<file path="src/rtl/compare_pkg.sv">
// Shared types for the sequential compare unit: predicate encodings, FSM states
// and the flag-to-predicate mapping.
package compare_pkg;

   typedef enum logic [2:0] {
      CMP_EQ  = 3'b000,
      CMP_NE  = 3'b001,
      CMP_GE  = 3'b010,
      CMP_LT  = 3'b011,
      CMP_GTU = 3'b100,
      CMP_LTU = 3'b101,
      CMP_GEU = 3'b110,
      CMP_OVF = 3'b111
   } cmp_fn_e;

   typedef enum logic [1:0] {
      IDLE = 2'b00,
      RUN  = 2'b01,
      DONE = 2'b10
   } state_e;

   function automatic logic cmp_eval(input cmp_fn_e fn, input logic zf, input logic nf,
                                     input logic vf, input logic cf);
      logic res;
      case (fn)
         CMP_EQ:  res = zf;
         CMP_NE:  res = ~zf;
         CMP_GE:  res = ~(nf ^ vf);
         CMP_LT:  res = nf;
         CMP_GTU: res = cf & ~zf;
         CMP_LTU: res = ~cf;
         CMP_GEU: res = cf;
         CMP_OVF: res = vf;
         default: res = 1'b0;
      endcase
      return res;
   endfunction

endpackage

</file>
<file path="src/rtl/compare_chunk_add.sv">
// One CHUNK-bit slice of a - b, computed as a + ~b + cin. Purely combinational.
module compare_chunk_add #(
   parameter int CHUNK = 8
) (
   input  logic [CHUNK-1:0] a_i,
   input  logic [CHUNK-1:0] b_i,
   input  logic             cin_i,
   output logic [CHUNK-1:0] sum_o,
   output logic             cout_o
);

   assign {cout_o, sum_o} = {1'b0, a_i} + {1'b0, ~b_i} + {{CHUNK{1'b0}}, cin_i};

endmodule

</file>
<file path="src/rtl/compare_seq.sv">
// Multi-cycle relational compare: subtracts CHUNK bits per cycle, LSB chunk first.
// Define COMPARE_SEQ_DIFF_OUT_EN to also expose the full a-b difference on diff_o.
module compare_seq
   import compare_pkg::*;
#(
   parameter int WIDTH = 32,
   parameter int CHUNK = 8
) (
   input  logic             clk_i,
   input  logic             rst_n_i,
   input  logic             in_valid_i,
   output logic             in_ready_o,
   input  logic [WIDTH-1:0] compare_a_i,
   input  logic [WIDTH-1:0] compare_b_i,
   input  logic [2:0]       compare_fn_i,
   output logic             out_valid_o,
   input  logic             out_ready_i,
`ifdef COMPARE_SEQ_DIFF_OUT_EN
   output logic [WIDTH-1:0] diff_o,
`endif
   output logic [WIDTH-1:0] compare_o
);

   localparam int NCHUNK = WIDTH / CHUNK;
   localparam int CNT_W  = (NCHUNK > 1) ? $clog2(NCHUNK) : 1;
   localparam logic [CNT_W-1:0] LAST = CNT_W'(NCHUNK - 1);

   if (WIDTH % CHUNK != 0) begin : g_bad_cfg
      $error("compare_seq: WIDTH must be a multiple of CHUNK");
   end

   state_e                       state_q, state_d;
   logic [NCHUNK-1:0][CHUNK-1:0] a_q, a_d, b_q, b_d;
   cmp_fn_e                      fn_q, fn_d;
   logic [CNT_W-1:0]             cnt_q, cnt_d;
   logic                         carry_q, carry_d, zero_q, zero_d;
   logic                         nf_q, nf_d, vf_q, vf_d, cf_q, cf_d;
   logic                         res_q, res_d;
`ifdef COMPARE_SEQ_DIFF_OUT_EN
   logic [NCHUNK-1:0][CHUNK-1:0] diff_q, diff_d;
`endif

   logic [CHUNK-1:0] sum;
   logic             cout;
   logic             a_msb, b_msb;

   compare_chunk_add #(.CHUNK(CHUNK)) u_add (
      .a_i    (a_q[cnt_q]),
      .b_i    (b_q[cnt_q]),
      .cin_i  (carry_q),
      .sum_o  (sum),
      .cout_o (cout)
   );

   assign a_msb = a_q[NCHUNK-1][CHUNK-1];
   assign b_msb = b_q[NCHUNK-1][CHUNK-1];

   // NOTE: every _d gets its hold value first, so no path through this block infers a latch.
   always_comb begin
      state_d = state_q;
      a_d     = a_q;
      b_d     = b_q;
      fn_d    = fn_q;
      cnt_d   = cnt_q;
      carry_d = carry_q;
      zero_d  = zero_q;
      nf_d    = nf_q;
      vf_d    = vf_q;
      cf_d    = cf_q;
      res_d   = res_q;
`ifdef COMPARE_SEQ_DIFF_OUT_EN
      diff_d  = diff_q;
`endif
      case (state_q)
         IDLE: begin
            if (in_valid_i) begin
               a_d     = compare_a_i;
               b_d     = compare_b_i;
               fn_d    = cmp_fn_e'(compare_fn_i);
               cnt_d   = '0;
               carry_d = 1'b1;
               zero_d  = 1'b1;
               state_d = RUN;
            end
         end
         RUN: begin
            carry_d = cout;
            zero_d  = zero_q & ~(|sum);
`ifdef COMPARE_SEQ_DIFF_OUT_EN
            diff_d[cnt_q] = sum;
`endif
            if (cnt_q == LAST) begin
               // Flags and result are captured together so DONE presents a stable value.
               nf_d    = sum[CHUNK-1];
               vf_d    = (a_msb ^ b_msb) & (a_msb ^ sum[CHUNK-1]);
               cf_d    = cout;
               res_d   = cmp_eval(fn_q, zero_d, nf_d, vf_d, cf_d);
               state_d = DONE;
            end else begin
               cnt_d = cnt_q + 1'b1;
            end
         end
         DONE: begin
            if (out_ready_i) state_d = IDLE;
         end
         default: state_d = IDLE;
      endcase
   end

   // NOTE: sequential state only ever uses non-blocking assignments; all decisions live above.
   always_ff @(posedge clk_i or negedge rst_n_i) begin
      if (!rst_n_i) begin
         state_q <= IDLE;
         a_q     <= '0;
         b_q     <= '0;
         fn_q    <= CMP_EQ;
         cnt_q   <= '0;
         carry_q <= 1'b0;
         zero_q  <= 1'b0;
         nf_q    <= 1'b0;
         vf_q    <= 1'b0;
         cf_q    <= 1'b0;
         res_q   <= 1'b0;
`ifdef COMPARE_SEQ_DIFF_OUT_EN
         diff_q  <= '0;
`endif
      end else begin
         state_q <= state_d;
         a_q     <= a_d;
         b_q     <= b_d;
         fn_q    <= fn_d;
         cnt_q   <= cnt_d;
         carry_q <= carry_d;
         zero_q  <= zero_d;
         nf_q    <= nf_d;
         vf_q    <= vf_d;
         cf_q    <= cf_d;
         res_q   <= res_d;
`ifdef COMPARE_SEQ_DIFF_OUT_EN
         diff_q  <= diff_d;
`endif
      end
   end

   assign in_ready_o  = (state_q == IDLE);
   assign out_valid_o = (state_q == DONE);
   assign compare_o   = {{(WIDTH-1){1'b0}}, res_q};
`ifdef COMPARE_SEQ_DIFF_OUT_EN
   assign diff_o      = diff_q;
`endif

endmodule

</file>
<file path="config.mk">
export PLATFORM = sky130hd
export DESIGN_NAME = compare_seq
export DESIGN_NICKNAME = d
export VERILOG_FILES = /design/src/rtl/compare_pkg.sv /design/src/rtl/compare_chunk_add.sv /design/src/rtl/compare_seq.sv
export SDC_FILE = /design/constraint.sdc
export NUM_CORES = 1
export LEC_CHECK = 0
export ABC_AREA = 1
export CORE_ASPECT_RATIO = 1.2
export CORE_MARGIN = 10
export CORE_UTILIZATION = 50
export CTS_BUF_LIST = sky130_fd_sc_hd__clkbuf_4 sky130_fd_sc_hd__clkbuf_8
export DETAILED_ROUTE_END_ITERATION = 8
export DONT_BUFFER_PORTS = 1
export PLACE_DENSITY = 0.69
export SLEW_MARGIN = 40
export SYNTH_ARGS = -nofsm -noshare
export SYNTH_HDL_FRONTEND = slang
export SYNTH_SLANG_ARGS = --single-unit
</file>
<file path="constraint.sdc">
create_clock -name clk_i -period 2.73 [get_ports clk_i]
set_input_delay 0.273 -clock clk_i [delete_from_list [all_inputs] [get_ports clk_i]]
set_output_delay 0.273 -clock clk_i [all_outputs]
set_load 0.05 [all_outputs]
</file>
-- Word level (Yosys, flattened, before mapping)
Index checks and enable logic that the tools add are counted.
- bits in registers: 74
- input port bits: 71
- output and inout bits: 34
- logic and storage cells: 67
- $add $sub $neg: 3
- magnitude comparators: 1
- equal/unequal tests: 14
- muxes and demuxes: 15
- bitwise gates (word level): 11
- reduce and logical (&&, ||, !) cells: 9
- operators by type and width (kind ; count):
    8-bit binary-select mux with 2-bit select ; 2
    8-bit two-way mux ; 2
    3-bit equality test, second input constant ; 4
    2-bit two-way mux ; 5
    8-bit by 8-bit adder with 9-bit output ; 1
    9-bit by 1-bit adder with 9-bit output ; 1
    8-bit NOT ; 1
    1-bit case mux with 8 select lines ; 1
    8-bit OR reduction ; 1
    3-bit by 2-bit equality test with 1-bit output, second input constant ; 2
    2-bit != test, second input constant ; 3
    2-bit case mux with 3 select lines ; 1
    2-bit AND reduction ; 3
    3-bit AND reduction ; 2
    2-bit equality test, second input constant ; 2
    1-bit NOT ; 4
    1-bit case mux with 2 select lines ; 2
    2-bit case mux with 2 select lines ; 1
    1-bit bitwise AND ; 3
    3-bit by 1-bit equality test with 1-bit output, second input constant ; 1
    3-bit zero test ; 1
    2-bit by 3-bit less-than comparator with 1-bit output, second input constant ; 1
    1-bit XOR ; 3
    2-bit by 1-bit adder with 2-bit output, second input constant ; 1
    5 further kinds ; 5

-- Longest topological paths before layout
Gate-level depths: netlist of run 1.
- depth in word-level cells: 11
- gate-level depth with buffers: 20
- depth with buffers taken out: 20

-- Cells and area by module
Synthesis of run 1 repeated with hierarchy kept, for this count alone.
- cells, all modules: 548
- area, all modules: 4076.4 um2
- by module, submodules not included (module ; instances ; cells an instance ; area an instance (um2) ; seq. area each (um2)):
    compare_seq ; 1 ; 472 ; 3659.8 ; 1851.8
    compare_chunk_add ; 1 ; 76 ; 416.6 ; 0.0

-- Least setup slack after synthesis of run 1
Ideal clock, no wire load.
- path kind: flip-flop to flip-flop
- from: register cnt_q[1]
- to: register res_q
- setup time: 116 ps
- data arrival time: 2777 ps
- required time: 2614 ps
- path slack: -163 ps
- stages on the path, launching flop included: 19
- path buffers: 1
- clock period less this slack: 2893 ps
- path through: dfrtp_1 > inv_1 > clkbuf_1 > a21oi_1 > a32o_1 > fa_1 > fa_1 > inv_1 > nand2_1 > a21oi_1 > nand2_1 > nor2_1 > nand2_1 > nor2_4 > nand3_2 > a21oi_2 > nand2_1 > nand2_1 > nand2_1
- longest elaborated chain between the ends: 11
- elaborated cells on any way between the ends: 20
- those cells by class: add/sub: 2; eq/ne: 1; mux: 5; bitwise: 10; reduce/logical: 2
- RTL lines (item ; RTL line ; text):
    start: declaration ; compare_seq.sv:35 ; logic [CNT_W-1:0] cnt_q, cnt_d;
    start signal: assignment ; compare_seq.sv:132 ; cnt_q <= cnt_d;
    8-bit binary-select mux with 2-bit select ; compare_seq.sv:49 ; .b_i (b_q[cnt_q]),
    8-bit two-way mux (implied by the code) ; compare_seq.sv:49 ;
    8-bit NOT ; compare_chunk_add.sv:12 ; assign {cout_o, sum_o} = {1'b0, a_i} + {1'b0, ~b_i} + {{CHUNK{1'b0}}, cin_i};
    8-bit by 8-bit adder with 9-bit output ; compare_chunk_add.sv:12 ;
    9-bit by 1-bit adder with 9-bit output ; compare_chunk_add.sv:12 ;
    8-bit OR reduction ; compare_seq.sv:88 ; zero_d = zero_q & ~(|sum);
    1-bit NOT ; compare_seq.sv:88 ;
    1-bit bitwise AND ; compare_seq.sv:88 ;
    1-bit NOT ; compare_pkg.sv:27, compare_pkg.sv:30 ;
    1-bit bitwise AND ; compare_pkg.sv:30 ; CMP_GTU: res = cf & ~zf;
    1-bit case mux with 8 select lines ; compare_pkg.sv:25 ; case (fn)
    end signal: assignment ; compare_seq.sv:138 ; res_q <= res_d;
    end: declaration ; compare_seq.sv:38 ; logic res_q, res_d;
Several ways; a longest one is shown, not always the timed one. The select of a mux whose other input is x is not followed.
A chain may end at the register's enable or synchronous reset.

-- Worst setup path in the final report of run 1
- from: register cnt_q[0]
- to: register res_q
The elaborated chain is that of the path after synthesis.

==> results of run 1 <==
## layer usage
metal | vias to the layer above | global-route usage (%) | part of all wire (%)
met5 | - | 0 | 0
met4 | 0 | 6.27 | 1.5
met3 | 13 | 3.67 | 5.4
met2 | 85 | 27.0 | 49
met1 | 1566 | 20.6 | 44
li1 | 1689 | - | -
## area by class of cell
cell class | instances | area (um2)
fill | 796 | 3710
multi-input combinational | 422 | 1960
sequential | 74 | 1850
timing repair buffer | 18 | 160
clock buffer | 12 | 159
inverter | 34 | 133
tap | 95 | 119
clock inverter | 3 | 15.0
## kinds of logic (layout without fill, tap and decap cells)
kind of cell	count (synthesis)	count (layout)
flip-flops	74	74
XOR/XNOR	1	1
buffers and inverters	88	67
AO/OA/AOI/OAI	61	61
other	1	31
AND/OR/NAND/NOR	319	319
adder cells (fa/ha/maj)	10	10
## through the flow
stage / cell area (um2) / total power, mW
2_1_floorplan: 4280 / 5.10
3_3_place_gp: 4150 / 5.74
3_5_place_dp: 4150 / 5.87
4_1_cts: 4380 / 6.72
5_1_grt: 4400 / 7.39
6_report: 4400 / 6.70
## power breakdown
part | internal [mW] | switching, mW
registers | 1.62 | 0.369
logic | 1.43 | 2.51
clock network | 0.380 | 0.398
total | 3.42 | 3.28
## worst max-delay path by stage
stage | start | to | slack, ns | cells after the start
2_1_floorplan | cnt_q[0] | res_q | 0.05 | 18
3_3_place_gp | cnt_q[0] | res_q | 0.02 | 17
3_5_place_dp | cnt_q[0] | res_q | -0.08 | 17
4_1_cts | cnt_q[0] | res_q | 0.01 | 17
5_1_grt | cnt_q[0] | res_q | -0.21 | 16
6_report | cnt_q[0] | res_q | -0.002 | 16
## cells in the mapped netlist, drive strengths merged
master / number / area (um2)
fa: 2 / 40.0
clkbuf: 15 / 56.3
nand3: 16 / 95.1
a32o: 6 / 60.1
clkinv: 1 / 3.75
buf: 39 / 275
conb: 1 / 3.75
xor2: 1 / 16.3
o31a: 1 / 8.76
a32oi: 3 / 26.3
nand4: 4 / 25.0
o22ai: 7 / 43.8
nor2: 29 / 124
nor3: 2 / 10.0
dfrtp: 74 / 1850
nand2: 268 / 1040
inv: 33 / 124
o21ai: 25 / 125
a21oi: 18 / 109
ha: 8 / 100
o31ai: 1 / 7.51
## sequential cells by signal, indices dropped and copies added, names as in the netlist
name / cells
b_q: 31
a_q: 31
state_q: 2
res_q: 1
fn_q: 3
cnt_q: 2
a_msb: 1
zero_q: 1
carry_q: 1
b_msb: 1
## worst max-delay path, delay by kind of cell, from the launching register on
| kind | cells | cell delay (ns) |
|---|---|---|
| compound gates | 3 | 0.36 |
| fa+ha+maj | 2 | 0.90 |
| buf+inv | 1 | 0.17 |
| flops | 1 | 0.45 |
| simple gates | 10 | 0.75 |
## layout by cell type (no fill, tap or decap)
cell,netlist,final
dfrtp_1,74,73
inv_2,6,8
buf_4,32,15
nor2_4,2,2
nor3_1,2,2
a21oi_2,2,2
ha_1,8,8
conb_1,1,31
a21oi_4,1,1
nand2_4,2,2
dfrtp_2,0,1
nor2_2,0,1
nand2_2,8,9
o31ai_1,1,1
nand3_2,3,3
a32oi_1,3,3
buf_16,0,1
clkbuf_8,0,11
a32o_1,6,6
clkinv_2,0,3
fa_2,0,2
nand3_1,13,13
nand4_1,4,4
o21ai_1,1,2
a21oi_1,15,15
nand2_1,258,257
o31a_1,1,1
nor2_1,27,26
o21ai_0,24,23
dlygate4sd3_1,0,2
xor2_2,1,1
clkbuf_4,0,1
clkinv_4,0,1
o22ai_1,7,7
inv_1,27,25
## timing repair
| action | 4_1_cts | 5_1_grt |
|---|---|---|
| hold endpoints to repair | 74 | 1 |
| pin swaps | 0 | 2 |
| hold buffers | 2 | 1 |
| setup endpoints to repair | 1 | 1 |
| gates resized for setup | 3 | 2 |
| buffers inserted | 1 | 1 |
==> impl_metrics.json, run 1 <==
{
  "antenna_found_initial": 0,
  "postRouteAntennaNets": 0,
  "hold_end": "a_q[21]",
  "finalCoreUtilization_pct": 54.2,
  "power.density_nw_per_um2": 1520,
  "avgRoutedWirePerCell_um": 14.9,
  "finClkSkew_ns": 0.0114,
  "slowest_delay_ns": 0.53,
  "post-dp-hpwl_um": 7240,
  "clkTransAtPathRegs_ns": 0.08,
  "clockBufferDepth": 2,
  "setup_viol": 1,
  "start_kind": "register",
  "r2r_slack_ns": -0.002,
  "finalNonFillerCells": 658,
  "hold_viol": 0,
  "tightestPinTransition_ns": 0.605,
  "synth_seq_area_share_pct": 44.7,
  "relSlewSlack_pct": 59.6,
  "r2r-start": "cnt_q[0]",
  "routed-via-count": 3353,
  "worst_path_most_repeated_cell": "nand2_1",
  "yosysWarningCount": 0,
  "overflow": 0,
  "critPathMaxFanout": 6,
  "hold_class": "input pin to register",
  "synth.distinct_cells": 30,
  "start_util_pct": 51.1,
  "die_h_um": 120,
  "grt_pass1_wl_um": 16100,
  "grt_max_degree": 75,
  "cts_buffers": 9,
  "violations": "setup timing",
  "grt_usage_pct": 16.5,
  "drt_iter0_markers": 151,
  "die_x_um": 103,
  "ctsRootBufferMaster": "clkbuf_8",
  "slew_violations": 0,
  "n_antenna_cell": 0,
  "io_buffer_count": 0,
  "dp.cells": 638,
  "crit_type": "register to register",
  "min_from": "compare_a_i[21]",
  "synth_compound_area_share_pct": 9.17,
  "syn_area_um2": 4150,
  "fin_crit_sh_pct": 100,
  "syn-instance-count": 554,
  "num_io_pins": 105,
  "area_delta_synth_final_pct": 6.04,
  "cts_max_level": 3,
  "crit_chain": "buf_4 > nor2_1 > o22ai_1 > fa_2 > fa_2 > nand3_1 > a21oi_1 > nand2_1 > nor2_1 > nand2_1 > nor2_4 > nand3_2 > a21oi_2 > nand2_1 > nand2_1 > nand2_1",
  "synth-xor-area-share_pct": 0.392,
  "synthMuxAreaShare_pct": 0,
  "holdWs_ns": 0.0131,
  "crit_path_end_kind": "register",
  "cap_viol_max_count": 0,
  "worstSkewPairLatency_ns": 0.37,
  "avgViaCountPerCell": 5.10,
  "crit_slowest_cell": "fa_2",
  "grt_setup_unrepaired": "true",
  "dieArea_um2": 12400,
  "ir_worst_vdd_uv": 607,
  "ff2ff_path_depth": 16,
  "arrival_ns": 3.00,
  "yosys.area_share.simple_pct": 31.2,
  "min_path_cells": 2,
  "cts_sinks": 74,
  "cts_tree": "built",
  "tns_ns": -0.00188,
  "period_minus_slack_ns": 2.73,
  "first_global_vias": 3372,
  "fmax_ghz": 0.366,
  "syn_area_per_cell_um2": 7.48,
  "leakage_nw": 2.35,
  "routed_wl_um": 9820,
  "drc": 0,
  "status": "complete, but fails checks",
  "drtPass1Iterations": 4,
  "r2r_end": "res_q",
  "place_congestion": 0.830,
  "yosys.area_share.adder_pct": 3.38,
  "dp_slack_ns": -0.0809,
  "drive_gt1_share_pct": 11.4,
  "fin_nets": 640,
  "synth_top_family_by_area": "simple AND/OR/NAND/NOR gates",
  "synth-seq-cells": 74,
  "num_rows": 36,
  "crit_required_ns": 3.00,
  "fin_ws_ns": -0.00188,
  "core-area_um2": 8110
}
(Power assumes the default switching activity.)
==> run 2: changes to the inputs <==
Settings changed: SLEW_MARGIN 40 to not set.
==> run 2 against run 1 <==
Against the previous run: the run now ends clean; flip-flop and latch count unchanged; design area is 1.0% higher; critical path depth rose by 1; sequential share of layout area decreased by 0.42 points; register-to-register slack better by 0.03 ns; power grew 1.8%; core utilization is 0.54 points higher; clock skew down 0.0045 ns.
==> impl_metrics.json, run 2 (synthesized netlist as in run 1, its figures left out) <==
{
  "fin_crit_sh_pct": 99.1,
  "drtPass1Iterations": 5,
  "place_area_um2": 4150,
  "tightestPinTransition_ns": 0.910,
  "die_x_um": 103,
  "status": "finished clean",
  "avgViaCountPerCell": 5.15,
  "dp_slack_ns": -0.0635,
  "biggestRegsByFlops": "a_q x31, b_q x31, fn_q x3",
  "start_util_pct": 51.1,
  "io_buffer_count": 0,
  "postRouteAntennaNets": 0,
  "crit_type": "register to register",
  "leakage_nw": 2.38,
  "cts_buffers": 9,
  "die_h_um": 120,
  "n_antenna_cell": 0,
  "post-dp-hpwl_um": 7280,
  "hold_viol": 0,
  "drc": 0,
  "grt_max_degree": 75,
  "crit_path_end_kind": "register",
  "first_global_vias": 3341,
  "cap_viol_max_count": 0,
  "slew_violations": 0,
  "num_rows": 36,
  "layout_common_cells": "257 x nand2_1, 73 x dfrtp_1, 31 x conb_1",
  "cts_max_level": 3,
  "num_io_pins": 105,
  "ir_worst_vdd_uv": 610,
  "hold_class": "input pin to register",
  "dp.cells": 638,
  "routed-via-count": 3400,
  "start_kind": "register",
  "drive_gt1_share_pct": 11.2,
  "crit_required_ns": 2.99,
  "core-area_um2": 8110,
  "period_minus_slack_ns": 2.71,
  "routed_wl_um": 9800,
  "setup_viol": 0,
  "fin_ws_ns": 0.0250,
  "grt_pass1_wl_um": 15900,
  "critPathMaxFanout": 7,
  "design_area_um2": 4440,
  "power.density_nw_per_um2": 1540,
  "clockBufferDepth": 2,
  "finalNonFillerCells": 660,
  "area_delta_synth_final_pct": 7.09,
  "grt_setup_unrepaired": "true",
  "fmax_ghz": 0.370,
  "final_common_cell": "nand2_1",
  "relSlewSlack_pct": 39.1,
  "grt_usage_pct": 16.4,
  "clkTransAtPathRegs_ns": 0.08,
  "worstSkewPairLatency_ns": 0.36,
  "cts_tree": "built",
  "finClkSkew_ns": 0.00689,
  "dieArea_um2": 12400,
  "drt_iter0_markers": 99,
  "arrival_ns": 2.96,
  "cts_sinks": 74,
  "place_congestion": 0.830,
  "ctsRootBufferMaster": "clkbuf_8",
  "antenna_found_initial": 0,
  "fin_nets": 642,
  "overflow": 0,
  "avgRoutedWirePerCell_um": 14.8
}
run 2: what timing repair did:
item | CTS | global route
setup endpoints to repair | 1 | 1
buffers inserted | 1 | 2
hold endpoints to repair | 76 | 0
gates resized for setup | 2 | 2
pin swaps | 0 | 2
hold buffers | 4 | 0
run 2: worst paths after layout:
check / start / end / slack [ns] / cells after the start
max in group asynchronous: rst_n_i / carry_q / 1.98 / 2
worst max register to register: cnt_q[0] / res_q / 0.02 / 17
worst max-delay path: cnt_q[0] / res_q / 0.02 / 17
min in group asynchronous: rst_n_i / a_q[10] / 0.46 / 2
worst min register to register: b_q[15] / b_q[15] / 0.48 / 2
worst min-delay path: compare_b_i[24] / b_q[24] / 0.02 / 2
run 2: final cells by class:
class / instances / area (um2)
Clock buffer: 13 / 173
Multi-Input combinational cell: 422 / 1950
Fill cell: 790 / 3670
Tap cell: 95 / 119
Sequential cell: 74 / 1850
Clock inverter: 2 / 35.0
Inverter: 34 / 130
Timing Repair Buffer: 20 / 178
run 2: where the power goes:
part	leakage [nW]	internal (mW)	switching (mW)	total (mW)
clock	0.109	0.501	0.399	0.900
sequential	0.918	1.62	0.366	1.98
combinational	1.35	1.43	2.51	3.94
total	2.38	3.55	3.27	6.82
run 2: per-layer routing:
layer	up-vias	GRT usage, %	share of wire (%)
met5	-	0	0
met4	0	5.49	1.3
met3	8	4.25	6.5
met2	100	26.4	48
met1	1602	20.8	44
li1	1690	-	-
run 2: metrics by stage:
step / power [mW] / utilization, % / setup TNS, ns / hold slack, ns
final: 6.82 / 54.8 / 0 / 0.0182
after global routing: 7.50 / 54.8 / -0.191 / 0.00660
after CTS: 6.84 / 54.6 / 0 / 0.000745
after detailed placement: 5.86 / 51.2 / -0.0635 / -0.0189
after global placement: 5.74 / 51.2 / 0 / -0.0189
after floorplan: 5.10 / - / 0 / -0.0226
run 2: worst max-delay path, stage by stage (launching register included):
cell,delay [ns]
dfrtp_2,0.45
inv_4,0.09
nand2_1,0.06
a32o_1,0.24
fa_2,0.38
fa_1,0.42
inv_2,0.10
nand2_1,0.05
a21oi_1,0.12
nand2_1,0.06
nor2_1,0.09
nand2_1,0.09
nor2_4,0.11
nand3_2,0.08
a21oi_2,0.11
nand2_1,0.05
nand2_1,0.05
nand2_1,0.04
